==> src/rtl/ct_fadd_issue_arb_if.sv <==
// Purpose : handshake and status bundle between the FADD requesters and the issue arbiter.
// Latency : none, wires only.
// Backpress: gnt is the only backpressure; a requester holds vld/long/tag until it sees gnt.
//
// Port summary
//   req0_* / req1_*   : op request (vld, long, tag) and combinational grant
//   flush_vld/src     : per-source kill of in-flight ops
//   ex1_* / ex2_/ex3_ : stage select and pipedown strobes towards the datapath
//   wb_*              : shared writeback port
//   arb_busy          : any stage or writeback valid
//   perf_*            : counter clear and the two performance counters
interface ct_fadd_issue_arb_if #(
   parameter int TAG_W     = 7,
   parameter int CNT_WIDTH = 16
);
   logic                 req0_vld;
   logic                 req0_long;
   logic [TAG_W-1:0]     req0_tag;
   logic                 req0_gnt;
   logic                 req1_vld;
   logic                 req1_long;
   logic [TAG_W-1:0]     req1_tag;
   logic                 req1_gnt;
   logic                 flush_vld;
   logic                 flush_src;
   logic [1:0]           ex1_pipe_sel;
   logic                 ex1_src;
   logic [TAG_W-1:0]     ex1_tag;
   logic                 ex2_pipedown;
   logic                 ex3_pipedown;
   logic                 wb_vld;
   logic                 wb_src;
   logic [TAG_W-1:0]     wb_tag;
   logic                 arb_busy;
   logic                 perf_clr;
   logic [CNT_WIDTH-1:0] perf_gnt_cnt;
   logic [CNT_WIDTH-1:0] perf_conflict_cnt;

   // Requester / pipe-control side
   modport master (
      output req0_vld, req0_long, req0_tag,
      output req1_vld, req1_long, req1_tag,
      output flush_vld, flush_src, perf_clr,
      input  req0_gnt, req1_gnt,
      input  ex1_pipe_sel, ex1_src, ex1_tag, ex2_pipedown, ex3_pipedown,
      input  wb_vld, wb_src, wb_tag, arb_busy,
      input  perf_gnt_cnt, perf_conflict_cnt
   );

   // Arbiter side
   modport slave (
      input  req0_vld, req0_long, req0_tag,
      input  req1_vld, req1_long, req1_tag,
      input  flush_vld, flush_src, perf_clr,
      output req0_gnt, req1_gnt,
      output ex1_pipe_sel, ex1_src, ex1_tag, ex2_pipedown, ex3_pipedown,
      output wb_vld, wb_src, wb_tag, arb_busy,
      output perf_gnt_cnt, perf_conflict_cnt
   );
endinterface

==> src/rtl/ct_fadd_issue_arb.sv <==
// Purpose : round-robin issue arbiter and EX1/EX2/EX3/WB sequencer for the shared FADD pipe.
// Latency : grant at t -> EX1 at t+1; short op wb at t+2; long op EX2 t+2, EX3 t+3, wb t+4.
// Backpress: the pipe never stalls; a short op is held off (no gnt) while a live long op sits in EX2.
//
// Ports
//   forever_cpuclk : clock
//   cpurst         : asynchronous reset, active-high
//   fadd_if        : ct_fadd_issue_arb_if.slave (requests, grants, flush, stage strobes, wb, perf)
// Optional feature: define FADD_ARB_PERF_CNT_EN to build the saturating grant / conflict counters;
// without it both counter outputs are tied to 0 and perf_clr is ignored.
module ct_fadd_issue_arb #(
   parameter int TAG_W     = 7,
   parameter int CNT_WIDTH = 16
) (
   input logic                 forever_cpuclk,
   input logic                 cpurst,
   ct_fadd_issue_arb_if.slave  fadd_if
);

   logic [1:0]       ex1_pipe_sel;
   logic             ex1_src;
   logic [TAG_W-1:0] ex1_tag;
   logic             ex2_vld;
   logic             ex2_src;
   logic [TAG_W-1:0] ex2_tag;
   logic             ex3_vld;
   logic             ex3_src;
   logic [TAG_W-1:0] ex3_tag;
   logic             wb_vld;
   logic             wb_src;
   logic [TAG_W-1:0] wb_tag;
   logic             rr_last_src;   // source granted most recently

   logic             flush0;
   logic             flush1;
   logic             ex1_kill;
   logic             ex2_kill;
   logic             ex3_kill;
   logic             ex2_live;
   logic             req0_elig;
   logic             req1_elig;
   logic             gnt0;
   logic             gnt1;
   logic             gnt_any;
   logic             gnt_long;
   logic [TAG_W-1:0] gnt_tag;
   logic             wb_from_ex1;
   logic             wb_from_ex3;

   assign flush0   = fadd_if.flush_vld & ~fadd_if.flush_src;
   assign flush1   = fadd_if.flush_vld &  fadd_if.flush_src;
   assign ex1_kill = fadd_if.flush_vld & (fadd_if.flush_src == ex1_src);
   assign ex2_kill = fadd_if.flush_vld & (fadd_if.flush_src == ex2_src);
   assign ex3_kill = fadd_if.flush_vld & (fadd_if.flush_src == ex3_src);

   // A long op in EX2 now owns the writeback slot two cycles out, which is exactly
   // where a short op granted now would land. Flushing that op releases the slot at once.
   assign ex2_live = ex2_vld & ~ex2_kill;

   assign req0_elig = fadd_if.req0_vld & ~flush0 & ~(~fadd_if.req0_long & ex2_live);
   assign req1_elig = fadd_if.req1_vld & ~flush1 & ~(~fadd_if.req1_long & ex2_live);

   // On a tie the source not granted last wins.
   assign gnt0 = req0_elig & (~req1_elig |  rr_last_src);
   assign gnt1 = req1_elig & (~req0_elig | ~rr_last_src);

   assign gnt_any  = gnt0 | gnt1;
   assign gnt_long = gnt1 ? fadd_if.req1_long : fadd_if.req0_long;
   assign gnt_tag  = gnt1 ? fadd_if.req1_tag  : fadd_if.req0_tag;

   // Short ops retire out of EX1, long ops out of EX3; eligibility guarantees these
   // two never fire in the same cycle.
   assign wb_from_ex1 = ex1_pipe_sel[0] & ~ex1_kill;
   assign wb_from_ex3 = ex3_vld & ~ex3_kill;

   always_ff @(posedge forever_cpuclk or posedge cpurst) begin
      if (cpurst) begin
         ex1_pipe_sel <= 2'b00;
         ex1_src      <= 1'b0;
         ex1_tag      <= '0;
         ex2_vld      <= 1'b0;
         ex2_src      <= 1'b0;
         ex2_tag      <= '0;
         ex3_vld      <= 1'b0;
         ex3_src      <= 1'b0;
         ex3_tag      <= '0;
         wb_vld       <= 1'b0;
         wb_src       <= 1'b0;
         wb_tag       <= '0;
         rr_last_src  <= 1'b1;
      end else begin
         ex1_pipe_sel <= {gnt_any & gnt_long, gnt_any & ~gnt_long};
         if (gnt_any) begin
            ex1_src     <= gnt1;
            ex1_tag     <= gnt_tag;
            rr_last_src <= gnt1;
         end

         ex2_vld <= ex1_pipe_sel[1] & ~ex1_kill;
         if (ex1_pipe_sel[1]) begin
            ex2_src <= ex1_src;
            ex2_tag <= ex1_tag;
         end

         ex3_vld <= ex2_vld & ~ex2_kill;
         if (ex2_vld) begin
            ex3_src <= ex2_src;
            ex3_tag <= ex2_tag;
         end

         wb_vld <= wb_from_ex1 | wb_from_ex3;
         if (wb_from_ex3) begin
            wb_src <= ex3_src;
            wb_tag <= ex3_tag;
         end else if (wb_from_ex1) begin
            wb_src <= ex1_src;
            wb_tag <= ex1_tag;
         end
      end
   end

   assign fadd_if.req0_gnt     = gnt0;
   assign fadd_if.req1_gnt     = gnt1;
   assign fadd_if.ex1_pipe_sel = ex1_pipe_sel;
   assign fadd_if.ex1_src      = ex1_src;
   assign fadd_if.ex1_tag      = ex1_tag;
   assign fadd_if.ex2_pipedown = ex2_vld;
   assign fadd_if.ex3_pipedown = ex3_vld;
   assign fadd_if.wb_vld       = wb_vld;
   assign fadd_if.wb_src       = wb_src;
   assign fadd_if.wb_tag       = wb_tag;
   assign fadd_if.arb_busy     = (|ex1_pipe_sel) | ex2_vld | ex3_vld | wb_vld;

`ifdef FADD_ARB_PERF_CNT_EN
   logic [CNT_WIDTH-1:0] gnt_cnt;
   logic [CNT_WIDTH-1:0] conflict_cnt;
   logic                 conflict_evt;

   // A short request that would otherwise be eligible but is held off by the EX2 long op.
   assign conflict_evt = (fadd_if.req0_vld & ~fadd_if.req0_long & ex2_live & ~flush0) |
                         (fadd_if.req1_vld & ~fadd_if.req1_long & ex2_live & ~flush1);

   always_ff @(posedge forever_cpuclk or posedge cpurst) begin
      if (cpurst) begin
         gnt_cnt      <= '0;
         conflict_cnt <= '0;
      end else if (fadd_if.perf_clr) begin
         gnt_cnt      <= '0;
         conflict_cnt <= '0;
      end else begin
         if (gnt_any && !(&gnt_cnt)) begin
            gnt_cnt <= gnt_cnt + CNT_WIDTH'(1);
         end
         if (conflict_evt && !(&conflict_cnt)) begin
            conflict_cnt <= conflict_cnt + CNT_WIDTH'(1);
         end
      end
   end

   assign fadd_if.perf_gnt_cnt      = gnt_cnt;
   assign fadd_if.perf_conflict_cnt = conflict_cnt;
`else
   assign fadd_if.perf_gnt_cnt      = '0;
   assign fadd_if.perf_conflict_cnt = '0;
`endif

endmodule

==> src/flat_wrapper.sv <==
// flat-port wrapper written by rule: the top's interface ports become plain ports
module ct_fadd_issue_arb_flat 
#(
   parameter int TAG_W     = 7,
   parameter int CNT_WIDTH = 16
)
  (forever_cpuclk, cpurst, fadd_if_req0_vld, fadd_if_req0_long, fadd_if_req0_tag, fadd_if_req1_vld, fadd_if_req1_long, fadd_if_req1_tag, fadd_if_flush_vld, fadd_if_flush_src, fadd_if_perf_clr, fadd_if_req0_gnt, fadd_if_req1_gnt, fadd_if_ex1_pipe_sel, fadd_if_ex1_src, fadd_if_ex1_tag, fadd_if_ex2_pipedown, fadd_if_ex3_pipedown, fadd_if_wb_vld, fadd_if_wb_src, fadd_if_wb_tag, fadd_if_arb_busy, fadd_if_perf_gnt_cnt, fadd_if_perf_conflict_cnt);
  ct_fadd_issue_arb_if #(.TAG_W(TAG_W), .CNT_WIDTH(CNT_WIDTH)) fadd_if_i ();
  input logic forever_cpuclk;
  input logic cpurst;
  input wire logic [$bits(fadd_if_i.req0_vld)-1:0] fadd_if_req0_vld;
  input wire logic [$bits(fadd_if_i.req0_long)-1:0] fadd_if_req0_long;
  input wire logic [$bits(fadd_if_i.req0_tag)-1:0] fadd_if_req0_tag;
  input wire logic [$bits(fadd_if_i.req1_vld)-1:0] fadd_if_req1_vld;
  input wire logic [$bits(fadd_if_i.req1_long)-1:0] fadd_if_req1_long;
  input wire logic [$bits(fadd_if_i.req1_tag)-1:0] fadd_if_req1_tag;
  input wire logic [$bits(fadd_if_i.flush_vld)-1:0] fadd_if_flush_vld;
  input wire logic [$bits(fadd_if_i.flush_src)-1:0] fadd_if_flush_src;
  input wire logic [$bits(fadd_if_i.perf_clr)-1:0] fadd_if_perf_clr;
  output wire logic [$bits(fadd_if_i.req0_gnt)-1:0] fadd_if_req0_gnt;
  output wire logic [$bits(fadd_if_i.req1_gnt)-1:0] fadd_if_req1_gnt;
  output wire logic [$bits(fadd_if_i.ex1_pipe_sel)-1:0] fadd_if_ex1_pipe_sel;
  output wire logic [$bits(fadd_if_i.ex1_src)-1:0] fadd_if_ex1_src;
  output wire logic [$bits(fadd_if_i.ex1_tag)-1:0] fadd_if_ex1_tag;
  output wire logic [$bits(fadd_if_i.ex2_pipedown)-1:0] fadd_if_ex2_pipedown;
  output wire logic [$bits(fadd_if_i.ex3_pipedown)-1:0] fadd_if_ex3_pipedown;
  output wire logic [$bits(fadd_if_i.wb_vld)-1:0] fadd_if_wb_vld;
  output wire logic [$bits(fadd_if_i.wb_src)-1:0] fadd_if_wb_src;
  output wire logic [$bits(fadd_if_i.wb_tag)-1:0] fadd_if_wb_tag;
  output wire logic [$bits(fadd_if_i.arb_busy)-1:0] fadd_if_arb_busy;
  output wire logic [$bits(fadd_if_i.perf_gnt_cnt)-1:0] fadd_if_perf_gnt_cnt;
  output wire logic [$bits(fadd_if_i.perf_conflict_cnt)-1:0] fadd_if_perf_conflict_cnt;
  assign fadd_if_i.req0_vld = fadd_if_req0_vld;
  assign fadd_if_i.req0_long = fadd_if_req0_long;
  assign fadd_if_i.req0_tag = fadd_if_req0_tag;
  assign fadd_if_i.req1_vld = fadd_if_req1_vld;
  assign fadd_if_i.req1_long = fadd_if_req1_long;
  assign fadd_if_i.req1_tag = fadd_if_req1_tag;
  assign fadd_if_i.flush_vld = fadd_if_flush_vld;
  assign fadd_if_i.flush_src = fadd_if_flush_src;
  assign fadd_if_i.perf_clr = fadd_if_perf_clr;
  assign fadd_if_req0_gnt = fadd_if_i.req0_gnt;
  assign fadd_if_req1_gnt = fadd_if_i.req1_gnt;
  assign fadd_if_ex1_pipe_sel = fadd_if_i.ex1_pipe_sel;
  assign fadd_if_ex1_src = fadd_if_i.ex1_src;
  assign fadd_if_ex1_tag = fadd_if_i.ex1_tag;
  assign fadd_if_ex2_pipedown = fadd_if_i.ex2_pipedown;
  assign fadd_if_ex3_pipedown = fadd_if_i.ex3_pipedown;
  assign fadd_if_wb_vld = fadd_if_i.wb_vld;
  assign fadd_if_wb_src = fadd_if_i.wb_src;
  assign fadd_if_wb_tag = fadd_if_i.wb_tag;
  assign fadd_if_arb_busy = fadd_if_i.arb_busy;
  assign fadd_if_perf_gnt_cnt = fadd_if_i.perf_gnt_cnt;
  assign fadd_if_perf_conflict_cnt = fadd_if_i.perf_conflict_cnt;
  ct_fadd_issue_arb #(.TAG_W(TAG_W), .CNT_WIDTH(CNT_WIDTH)) u_core (.forever_cpuclk(forever_cpuclk), .cpurst(cpurst), .fadd_if(fadd_if_i));
endmodule
==> config.mk <==
export PLATFORM = sky130hd
export DESIGN_NAME = ct_fadd_issue_arb_flat
export DESIGN_NICKNAME = d
export VERILOG_FILES = /design/src/rtl/ct_fadd_issue_arb_if.sv /design/src/rtl/ct_fadd_issue_arb.sv /design/src/flat_wrapper.sv
export SDC_FILE = /design/constraint.sdc
export NUM_CORES = 1
export LEC_CHECK = 0
export ABC_AREA = 1
export CORE_ASPECT_RATIO = 1.1
export CORE_MARGIN = 2
export CORE_UTILIZATION = 25
export CTS_CLUSTER_DIAMETER = 80
export DETAILED_ROUTE_END_ITERATION = 10
export DONT_BUFFER_PORTS = 1
export HOLD_SLACK_MARGIN = 0.15
export PLACE_DENSITY = 0.36
export SLEW_MARGIN = 25
export SYNTH_ARGS = -nofsm -noshare
export SYNTH_HDL_FRONTEND = slang
export SYNTH_SLANG_ARGS = --single-unit
==> constraint.sdc <==
create_clock -name forever_cpuclk -period 2 [get_ports forever_cpuclk]
set_input_delay 0.2 -clock forever_cpuclk [delete_from_list [all_inputs] [get_ports forever_cpuclk]]
set_output_delay 0.2 -clock forever_cpuclk [all_outputs]
set_load 0.005 [all_outputs]
==> results.sh <==
export IMPL_finalNonFillerCells=391
export IMPL_tritoncts="built"
export IMPL_setup_viol=0
export IMPL_design_area_um2=2330
export IMPL_finalHoldViolCount=0
export IMPL_die_h_um=98.6
export IMPL_ys_types=21
export IMPL_cts_root_buffer="clkbuf_8"
export IMPL_total_power_mw=2.68
export IMPL_synth_warnings=0
export IMPL_finalCriticalPeriod_ns=1.83
export IMPL_cts_clk_slew_worst_paths_ns=0.07
export IMPL_outcome="finished clean"
export IMPL_cts_inserted_buffers=5
export IMPL_ys_seq_area_share_pct=46.8
export IMPL_timing_final_crit_share_pct=91.5
export IMPL_viasPerCell=3.84
export IMPL_initial_core_util_pct=25.7
export IMPL_avgRoutedWirePerCell_um=11.3
export IMPL_hpwl_mm=3.27
export IMPL_synth_top_area_share_pct=45.5
export IMPL_htreeDepth=2
export IMPL_diodes=0
export IMPL_p_leak_nw=1.28
export IMPL_p_per_area_nw_per_um2=1150
export IMPL_vias=1501
export IMPL_nFillCells=892
export IMPL_ff2ff_setup_slack_ns=0.43
export IMPL_ys_top_cells_by_area="dfrtp_1 (46%), nand2_1 (19%), buf_4 (12%)"
export IMPL_layout_drive_gt1_share_pct=8.83
export IMPL_clock_skew_ns=0.00704
export IMPL_overflow=0
export IMPL_cp_arrival_ns=1.63
export IMPL_area_delta_synth_final_pct=14.6
export IMPL_synth_main_ff_cell="dfrtp_1"
export IMPL_fin_nets=306
export IMPL_synth_seq_cells=38
export IMPL_crit_path_start_kind="flop"
export IMPL_rows=34
export IMPL_routed_wl_mm=4.44
export IMPL_first_global_vias=1469
export IMPL_grt_max_degree=39
export IMPL_worst_ep_required_time_ns=1.80
export IMPL_crit_type="reg2out"
export IMPL_port_buffers=0
export IMPL_setup_tns_ns=0
export IMPL_synth_area_um2=2030
export IMPL_dieArea_um2=8880
export IMPL_rsz0062_at_grt="false"
export IMPL_synth_area_leader_cell="dfrtp_1"
export IMPL_drt_iter0_markers=59
export IMPL_maxCapViolations=0
export IMPL_fmax_ghz=0.546
export IMPL_gp_congestion=0.743
export IMPL_critPathCaptureType="output pin"
export IMPL_worstPathMaxFanout=19
export IMPL_ios=79
export IMPL_post_route_drc_count=0
export IMPL_synth_area_per_cell_um2=7.79
export IMPL_ir_drop_mv=0.330
export IMPL_drt_first_pass_iters=3
export IMPL_placed_area_um2=2020
export IMPL_synth_commonest_cells="nand2_1 (102), dfrtp_1 (37), buf_4 (33)"
export IMPL_synth_edf_count=0
export IMPL_die_w_um=90.0
export IMPL_yosysMostFrequentCell="nand2_1"
export IMPL_async_flop_share_pct=100
export IMPL_grt_pass1_wl_mm=7.52
export IMPL_clk_latency_ns=0.29
export IMPL_antenna_found_initial=0
export IMPL_hold_slack_ns=0.176
export IMPL_drv_slew=0
export IMPL_slew_headroom_pct=66.2
export IMPL_ant_nets=0
export IMPL_worst_pin_slew_ns=0.508
export IMPL_numClockSinks=38
export IMPL_coreArea_um2=7910
export IMPL_syn_inst=261
export IMPL_grt_usage_pct=10.7
export IMPL_place_inst=365
export IMPL_hold_class="in2reg"
export IMPL_cts_max_path_buffers=2
path summary, 6_finish.rpt:
kind	startpoint	to	cells past startpoint
min in group asynchronous	cpurst	u_core.fadd_if.ex3_pipedown	3
worst min register to register	u_core.ex3_tag[3]	u_core.ex3_tag[3]	2
worst min-delay path	fadd_if_flush_src	u_core.fadd_if.ex3_pipedown	3
worst max register to register	u_core.fadd_if.ex2_pipedown	u_core.fadd_if.ex1_tag[4]	10
max in group asynchronous	cpurst	u_core.fadd_if.ex2_pipedown	3
worst max-delay path	u_core.fadd_if.ex2_pipedown	fadd_if_req1_gnt	8
per-stage QoR:
stage | util, % | setup WS [ns]
global route | 29.5 | 0.0239
finish | 29.5 | 0.169
CTS | 29.1 | 0.0176
detailed placement | 25.6 | 0.322
floorplan | - | 0.540
global placement | 25.6 | 0.327
registers in the layout, indices dropped and copies added (netlist names):
name and cells:
u_core.ex2_src 1, u_core.ex2_tag 7, u_core.ex3_src 1, u_core.ex3_tag 7
u_core.fadd_if.ex1_pipe_sel 2, u_core.fadd_if.ex1_src 1, u_core.fadd_if.ex1_tag 7, u_core.fadd_if.ex2_pipedown 1
u_core.fadd_if.ex3_pipedown 1, u_core.fadd_if.wb_src 1, u_core.fadd_if.wb_tag 7, u_core.fadd_if.wb_vld 1
u_core.rr_last_src 1
layer usage:
metal  routed length (um)  up-vias  GRT usage, %
met3                  219        5          2.68
met5                    0        -             0
met2                 2110       51          17.3
li1                     -      775             -
met1                 2020      670          13.8
met4                   82        0          4.26
placed cells by master, fill, tap and decap left out, types with 2 or more instances in the layout:
master	Yosys	routed
inv_1	29	29
buf_4	33	4
o21ai_0	7	7
dlygate4sd3_1	0	17
nor2_1	5	5
nand2_4	2	3
nand2_1	102	102
nand2_2	4	3
clkbuf_8	0	6
o211ai_1	2	2
nor2_2	2	2
nand3_1	24	24
conb_1	1	32
a21oi_1	3	3
dfrtp_1	37	36
layout make-up:
type	count	area [um^2]	share of cell area, %
timing repair buffer	21	200	8.59
multi-input combinational	187	817	35.1
sequential	38	953	40.9
inverter	30	113	4.83
tap	108	135	5.80
clock inverter	1	30.0	1.29
clock buffer	6	82.6	3.54
cells by family (layout without fill, tap and decap cells):
family                 count (synthesis)  in the layout  synth area share (%)
AND/OR/NAND/NOR                      141            141                  29.3
buffers and inverters                 67             58                  19.2
flip-flops                            38             38                  46.8
AO/OA/AOI/OAI                         14             14                  4.49
other                                  1             32                 0.184
repair_timing:
action | CTS | global route
endpoints found under the setup margin | 0 | 2
setup buffers | 0 | 2
endpoints found under the hold margin | 46 | 0
hold buffers | 17 | 0
gates resized for setup | 0 | 3
worst max-delay path: stages (launching register included):
cell and delay, ns:
dfrtp_2 0.45, inv_2 0.15, nor2_2 0.06, nand2_2 0.07, nand2_4 0.08, nand2_1 0.06
nand3_1 0.16, nand2_4 0.24, inv_1 0.08
power breakdown:
part	total, mW	internal [mW]	switching, mW
logic	0.661	0.248	0.413
registers	1.36	1.09	0.270
clock network	0.661	0.399	0.262
total	2.68	1.73	0.945
Note: power is estimated with default switching activity, not from simulation.
